File: config.mk
export PLATFORM = sky130hd
export DESIGN_NAME = vram_slot_arbiter
export DESIGN_NICKNAME = d
export VERILOG_FILES = /design/src/rtl/vram_slot_arbiter.sv
export SDC_FILE = /design/constraint.sdc
export NUM_CORES = 1
export LEC_CHECK = 0
export CORE_UTILIZATION = 61
export DETAILED_ROUTE_END_ITERATION = 12
export DONT_BUFFER_PORTS = 1
export PLACE_DENSITY = 0.77
export SLEW_MARGIN = 20
export SYNTH_ARGS = -nofsm -noshare
export SYNTH_HDL_FRONTEND = slang
export SYNTH_SLANG_ARGS = --single-unit
File: constraint.sdc
create_clock -name clk -period 1.9 [get_ports clk]
set_input_delay 0.285 -clock clk [delete_from_list [all_inputs] [get_ports clk]]
set_output_delay 0.285 -clock clk [all_outputs]
set_load 0.01 [all_outputs]
File: src/rtl/vram_slot_arbiter.sv
// Time-slot arbiter for a single-port video RAM: one reserved display fetch per slot,
// all remaining cycles serve the host CPU through a req/ack handshake.
module vram_slot_arbiter #(
  parameter int SLOTS = 8,
  parameter int AW    = 15,
  parameter int DW    = 8
) (
  input  logic          clk,
  input  logic          nrst,
  input  logic          disp_en,
  input  logic [AW-1:0] disp_addr,
  output logic [DW-1:0] disp_data,
  output logic          disp_valid,
  output logic [7:0]    slot_cnt,
  input  logic          host_req,
  input  logic          host_we,
  input  logic [AW-1:0] host_addr,
  input  logic [DW-1:0] host_wdata,
  output logic          host_ack,
  output logic [DW-1:0] host_rdata,
  output logic [AW-1:0] ram_addr,
  output logic [DW-1:0] ram_wdata,
  output logic          ram_we,
  input  logic [DW-1:0] ram_rdata
);

  typedef enum logic [1:0] {
    H_IDLE  = 2'd0,
    H_ISSUE = 2'd1,
    H_CAPT  = 2'd2,
    H_ACK   = 2'd3
  } host_state_t;

  localparam logic [7:0] LAST_SLOT = 8'(SLOTS - 1);

  logic [7:0]    slot_cnt_r;
  logic          disp_next_s;
  logic          disp_cyc_r;
  logic          disp_capt_r;
  logic          disp_valid_r;
  logic [DW-1:0] disp_data_r;
  host_state_t   host_state_r;
  logic          op_we_r;
  logic          host_ack_r;
  logic [DW-1:0] host_rdata_r;
  logic [AW-1:0] ram_addr_r;
  logic [DW-1:0] ram_wdata_r;
  logic          ram_we_r;

  // Flags that the coming cycle is reserved for a display fetch
  always_comb begin
    if (disp_en && (slot_cnt_r == LAST_SLOT)) begin
      disp_next_s = 1'b1;
    end else begin
      disp_next_s = 1'b0;
    end
  end

  // Free-running slot phase counter
  always_ff @(posedge clk or negedge nrst) begin
    if (!nrst) begin
      slot_cnt_r <= 8'd0;
    end else if (slot_cnt_r == LAST_SLOT) begin
      slot_cnt_r <= 8'd0;
    end else begin
      slot_cnt_r <= slot_cnt_r + 8'd1;
    end
  end

  // Display pipeline: address cycle, capture cycle, then a one-cycle valid pulse
  always_ff @(posedge clk or negedge nrst) begin
    if (!nrst) begin
      disp_cyc_r   <= 1'b0;
      disp_capt_r  <= 1'b0;
      disp_valid_r <= 1'b0;
      disp_data_r  <= {DW{1'b0}};
    end else begin
      disp_cyc_r   <= disp_next_s;
      disp_capt_r  <= disp_cyc_r;
      disp_valid_r <= disp_capt_r;
      if (disp_capt_r) begin
        disp_data_r <= ram_rdata;
      end
    end
  end

  // Host FSM and RAM port ownership; a display cycle always takes the port
  always_ff @(posedge clk or negedge nrst) begin
    if (!nrst) begin
      host_state_r <= H_IDLE;
      op_we_r      <= 1'b0;
      host_ack_r   <= 1'b0;
      host_rdata_r <= {DW{1'b0}};
      ram_addr_r   <= {AW{1'b0}};
      ram_wdata_r  <= {DW{1'b0}};
      ram_we_r     <= 1'b0;
    end else begin
      ram_we_r   <= 1'b0;
      host_ack_r <= 1'b0;
      if (disp_next_s) begin
        ram_addr_r <= disp_addr;
      end
      case (host_state_r)
        H_IDLE: begin
          if (host_req && !disp_next_s) begin
            ram_addr_r   <= host_addr;
            ram_wdata_r  <= host_wdata;
            ram_we_r     <= host_we;
            op_we_r      <= host_we;
            host_state_r <= H_ISSUE;
          end
        end
        H_ISSUE: begin
          host_state_r <= H_CAPT;
        end
        H_CAPT: begin
          if (!op_we_r) begin
            host_rdata_r <= ram_rdata;
          end
          host_ack_r   <= 1'b1;
          host_state_r <= H_ACK;
        end
        H_ACK: begin
          host_state_r <= H_IDLE;
        end
        default: begin
          host_state_r <= H_IDLE;
        end
      endcase
    end
  end

  assign slot_cnt   = slot_cnt_r;
  assign disp_data  = disp_data_r;
  assign disp_valid = disp_valid_r;
  assign host_ack   = host_ack_r;
  assign host_rdata = host_rdata_r;
  assign ram_addr   = ram_addr_r;
  assign ram_wdata  = ram_wdata_r;
  assign ram_we     = ram_we_r;

endmodule

==> summary.md <==
| Metric | Value |
|---|---|
| Outcome | `completed` |
| # IOs | `101` |
| Max-slew violations | `0` |
| Via density | `5.92` |
| Synth top area cells | `dfrtp_1 (59%), mux2_2 (22%), mux2_4 (5.8%)` |
| I/O Buffers | `0` |
| Transition time of the tightest slew-check pin | `0.398 ns` |
| Filler cells | `258` |
| Critical Path End | `ram_wdata[2]` |
| Ant diodes | `0` |
| Inserted Clock Buffers | `5` |
| Area grow syn2layout | `8.47%` |
| Postcts setup bufs | `0` |
| CP Launch Point | `slot_cnt[0]` |
| Syn nets | `204` |
| Via Count | `1231` |
| Routed WL per cell | `19.1 microns` |
| Flop-to-flop setup slack | `0.15 ns` |
| Final Hold Vio Count | `0` |
| Most frequent cells after synthesis | `dfrtp_1 (55), mux2_2 (46), mux2_4 (9)` |
| Most instantiated library cell after synthesis | `dfrtp_1` |
| Unique cell type count in the Yosys netlist | `26` |
| Worst VDD drop | `0.000817 V` |
| Largest net degree at the start of global routing | `56` |
| Crit. End Element | `register` |
| Number of synthesized flops with an enable pin | `0` |
| Sequential area share after synthesis | `59.0%` |
| Critical Path Source Type | `register` |
| Nets | `213` |
| Worst setup margin | `0.154 ns` |
| Worst r2r path cells | `5` |
| Worst Clk Skew | `0.00845 ns` |
| Initial Util | `63.7%` |
| Total wire length | `3.97 mm` |
| CTS root buffer | `clkbuf_8` |
| Final worst-path cycle share | `91.9%` |
| Setup TNS | `0 ns` |
| CTS clock-pin slew for the worst setup and hold paths | `0.09 ns` |
| Syn_area_per_cell | `15.6 sq um` |
| Dominant cell type by area after synthesis | `dfrtp_1` |
| Tot Pwr | `3.58 mW` |
| Max_cap viols | `0` |
| First-pass GRT wire length | `6.33 mm` |
| Crit-path max FO | `10` |
| Routed Antenna Nets | `0` |
| Worst r2r src | `slot_cnt[0]` |
| Worst-Skew Late Latency | `0.30 ns` |
| Setup Viol. Count Final | `0` |
| Cell area after synthesis | `0.00233 sq mm` |
| Hpwl dp | `2.87 mm` |
| H-tree Lvls | `2` |
| Share of layout cells above drive strength 1 | `45.0%` |
| GRT Util Overall | `20.9%` |
| Pwr Density | `1410 mW/mm^2` |
| CTS tree | `done` |
| Synth async-reset ratio | `100%` |
| Leakage | `1.16 nW` |
| Die height | `63.9 microns` |
| Clock sink total | `55` |
| CP required | `2.09 ns` |
| Worst-case clock buffer depth | `2` |
| Yosys Warn Count | `0` |
| Top FF cell, synth | `dfrtp_1` |
| R2R Path End | `ram_wdata[2]` |
| Overflow after GRT | `0` |
| Die span in x | `63.9 microns` |
| Worst slack, placed | `0.161 ns` |
| Initial antenna violation count | `0` |
| Flops & latches, synth | `55` |
| Hold/Removal Path Class | `primary input to register` |
| Drt drc | `0` |
| Die area | `0.00408 sq mm` |
| Critical Path AT | `1.93 ns` |
| Rows | `22` |
| Routability cong. | `0.697` |
| Post-cts resize count | `0` |
| Hold Buf Count CTS | `2` |
| Post-synth top area share | `59.0%` |
| DRT iter0 DRCs | `64` |
| RSZ-0062 raised after global routing | `false` |
| Core area | `0.00366 sq mm` |
| WS Path Type | `register to register` |
| Slew HR | `73.3%` |
| Final min period | `1.75 ns` |
| Synth Instances | `150` |
| Vias in the first global route | `1302` |
| DR pass1 iterations | `4` |
| Fmax | `0.573 GHz` |
cells by family (layout without fill, tap and decap cells):
logic type                 count (synthesis)  count (layout)  share of synthesized area [%]
xor gates and xnor gates                   6               6                           2.25
buffers and inverters                      7              17                           1.50
muxes                                     55              55                           28.0
AOI/OAI and AO/OA                          5               5                           1.72
DFF                                       55              55                           59.0
adders and majority gates                  3               3                           1.61
and+or+nand+nor                           19              19                           5.95
critical path, cell delays in order, from the launching register on:
cell and delay, ns:
dfrtp_1 0.45, ha_1 0.28, and4bb_4 0.25, a21oi_2 0.11
buf_4 0.18, mux2_2 0.35
layout by cell type, fill, tap and decap left out, drive strengths merged:
cell,count
dfrtp,55
mux2,55
clkbuf,7
xnor2,5
buf,5
nand3,4
inv,3
nor2,3
nor2b,3
ha,3
nand2,3
and3,2
nor4b,2
a21oi,2
and4bb,1
xor2,1
and2,1
a21bo,1
a31oi,1
a311o,1
clkinv,1
dlygate4sd3,1
registers in the layout, summed over array words and instances, names as in the netlist, 2 cells and up:
| name | cells |
|---|---|
| host_state_r | 2 |
| disp_data | 8 |
| ram_addr | 15 |
| host_rdata | 8 |
| slot_cnt | 8 |
| ram_wdata | 8 |
where the power goes:
part | leakage (nW) | switching, mW | internal (mW)
combinational | 0.451 | 0.344 | 0.655
clock | 0.0422 | 0.347 | 0.259
sequential | 0.666 | 0.416 | 1.56
per-layer routing:
metal,share of wire [%],GRT usage (%)
met1,36,24.2
met2,52,35.5
met3,11,7.32
met4,1.4,7.95
met5,0,0
per-stage QoR:
stage               util, %  area, sq um  hold slack [ns]  instances
detailed placement     65.9         2410         -0.00955        198
global placement       65.9         2410         -0.00956        198
global route           69.1         2530            0.108        208
CTS                    69.1         2530            0.106        208
finish                 69.1         2530            0.118        208
floorplan                 -         2330          -0.0106        150
worst min-delay path by stage:
stage,from,to,slack [ns],depth (start not counted)
CTS,host_we,ram_we,0.11,1
detailed placement,nrst,ram_wdata[5],-0.01,0
global route,disp_addr[10],ram_addr[10],0.11,1
floorplan,nrst,disp_capt_r,-0.01,0
global placement,nrst,ram_wdata[5],-0.01,0
finish,host_we,ram_we,0.12,1
area by class of cell:
| cell class | instances | area [sq um] | area share, % |
|---|---|---|---|
| Timing Repair Buffer | 6 | 80.1 | 3.16 |
| Sequential cell | 55 | 1380 | 54.4 |
| Tap cell | 48 | 60.1 | 2.37 |
| Multi-Input combinational cell | 88 | 922 | 36.4 |
| Clock inverter | 1 | 5.00 | 0.198 |
| Clock buffer | 7 | 76.3 | 3.02 |
| Inverter | 3 | 11.3 | 0.445 |
Power figures use the tool's default switching activity.
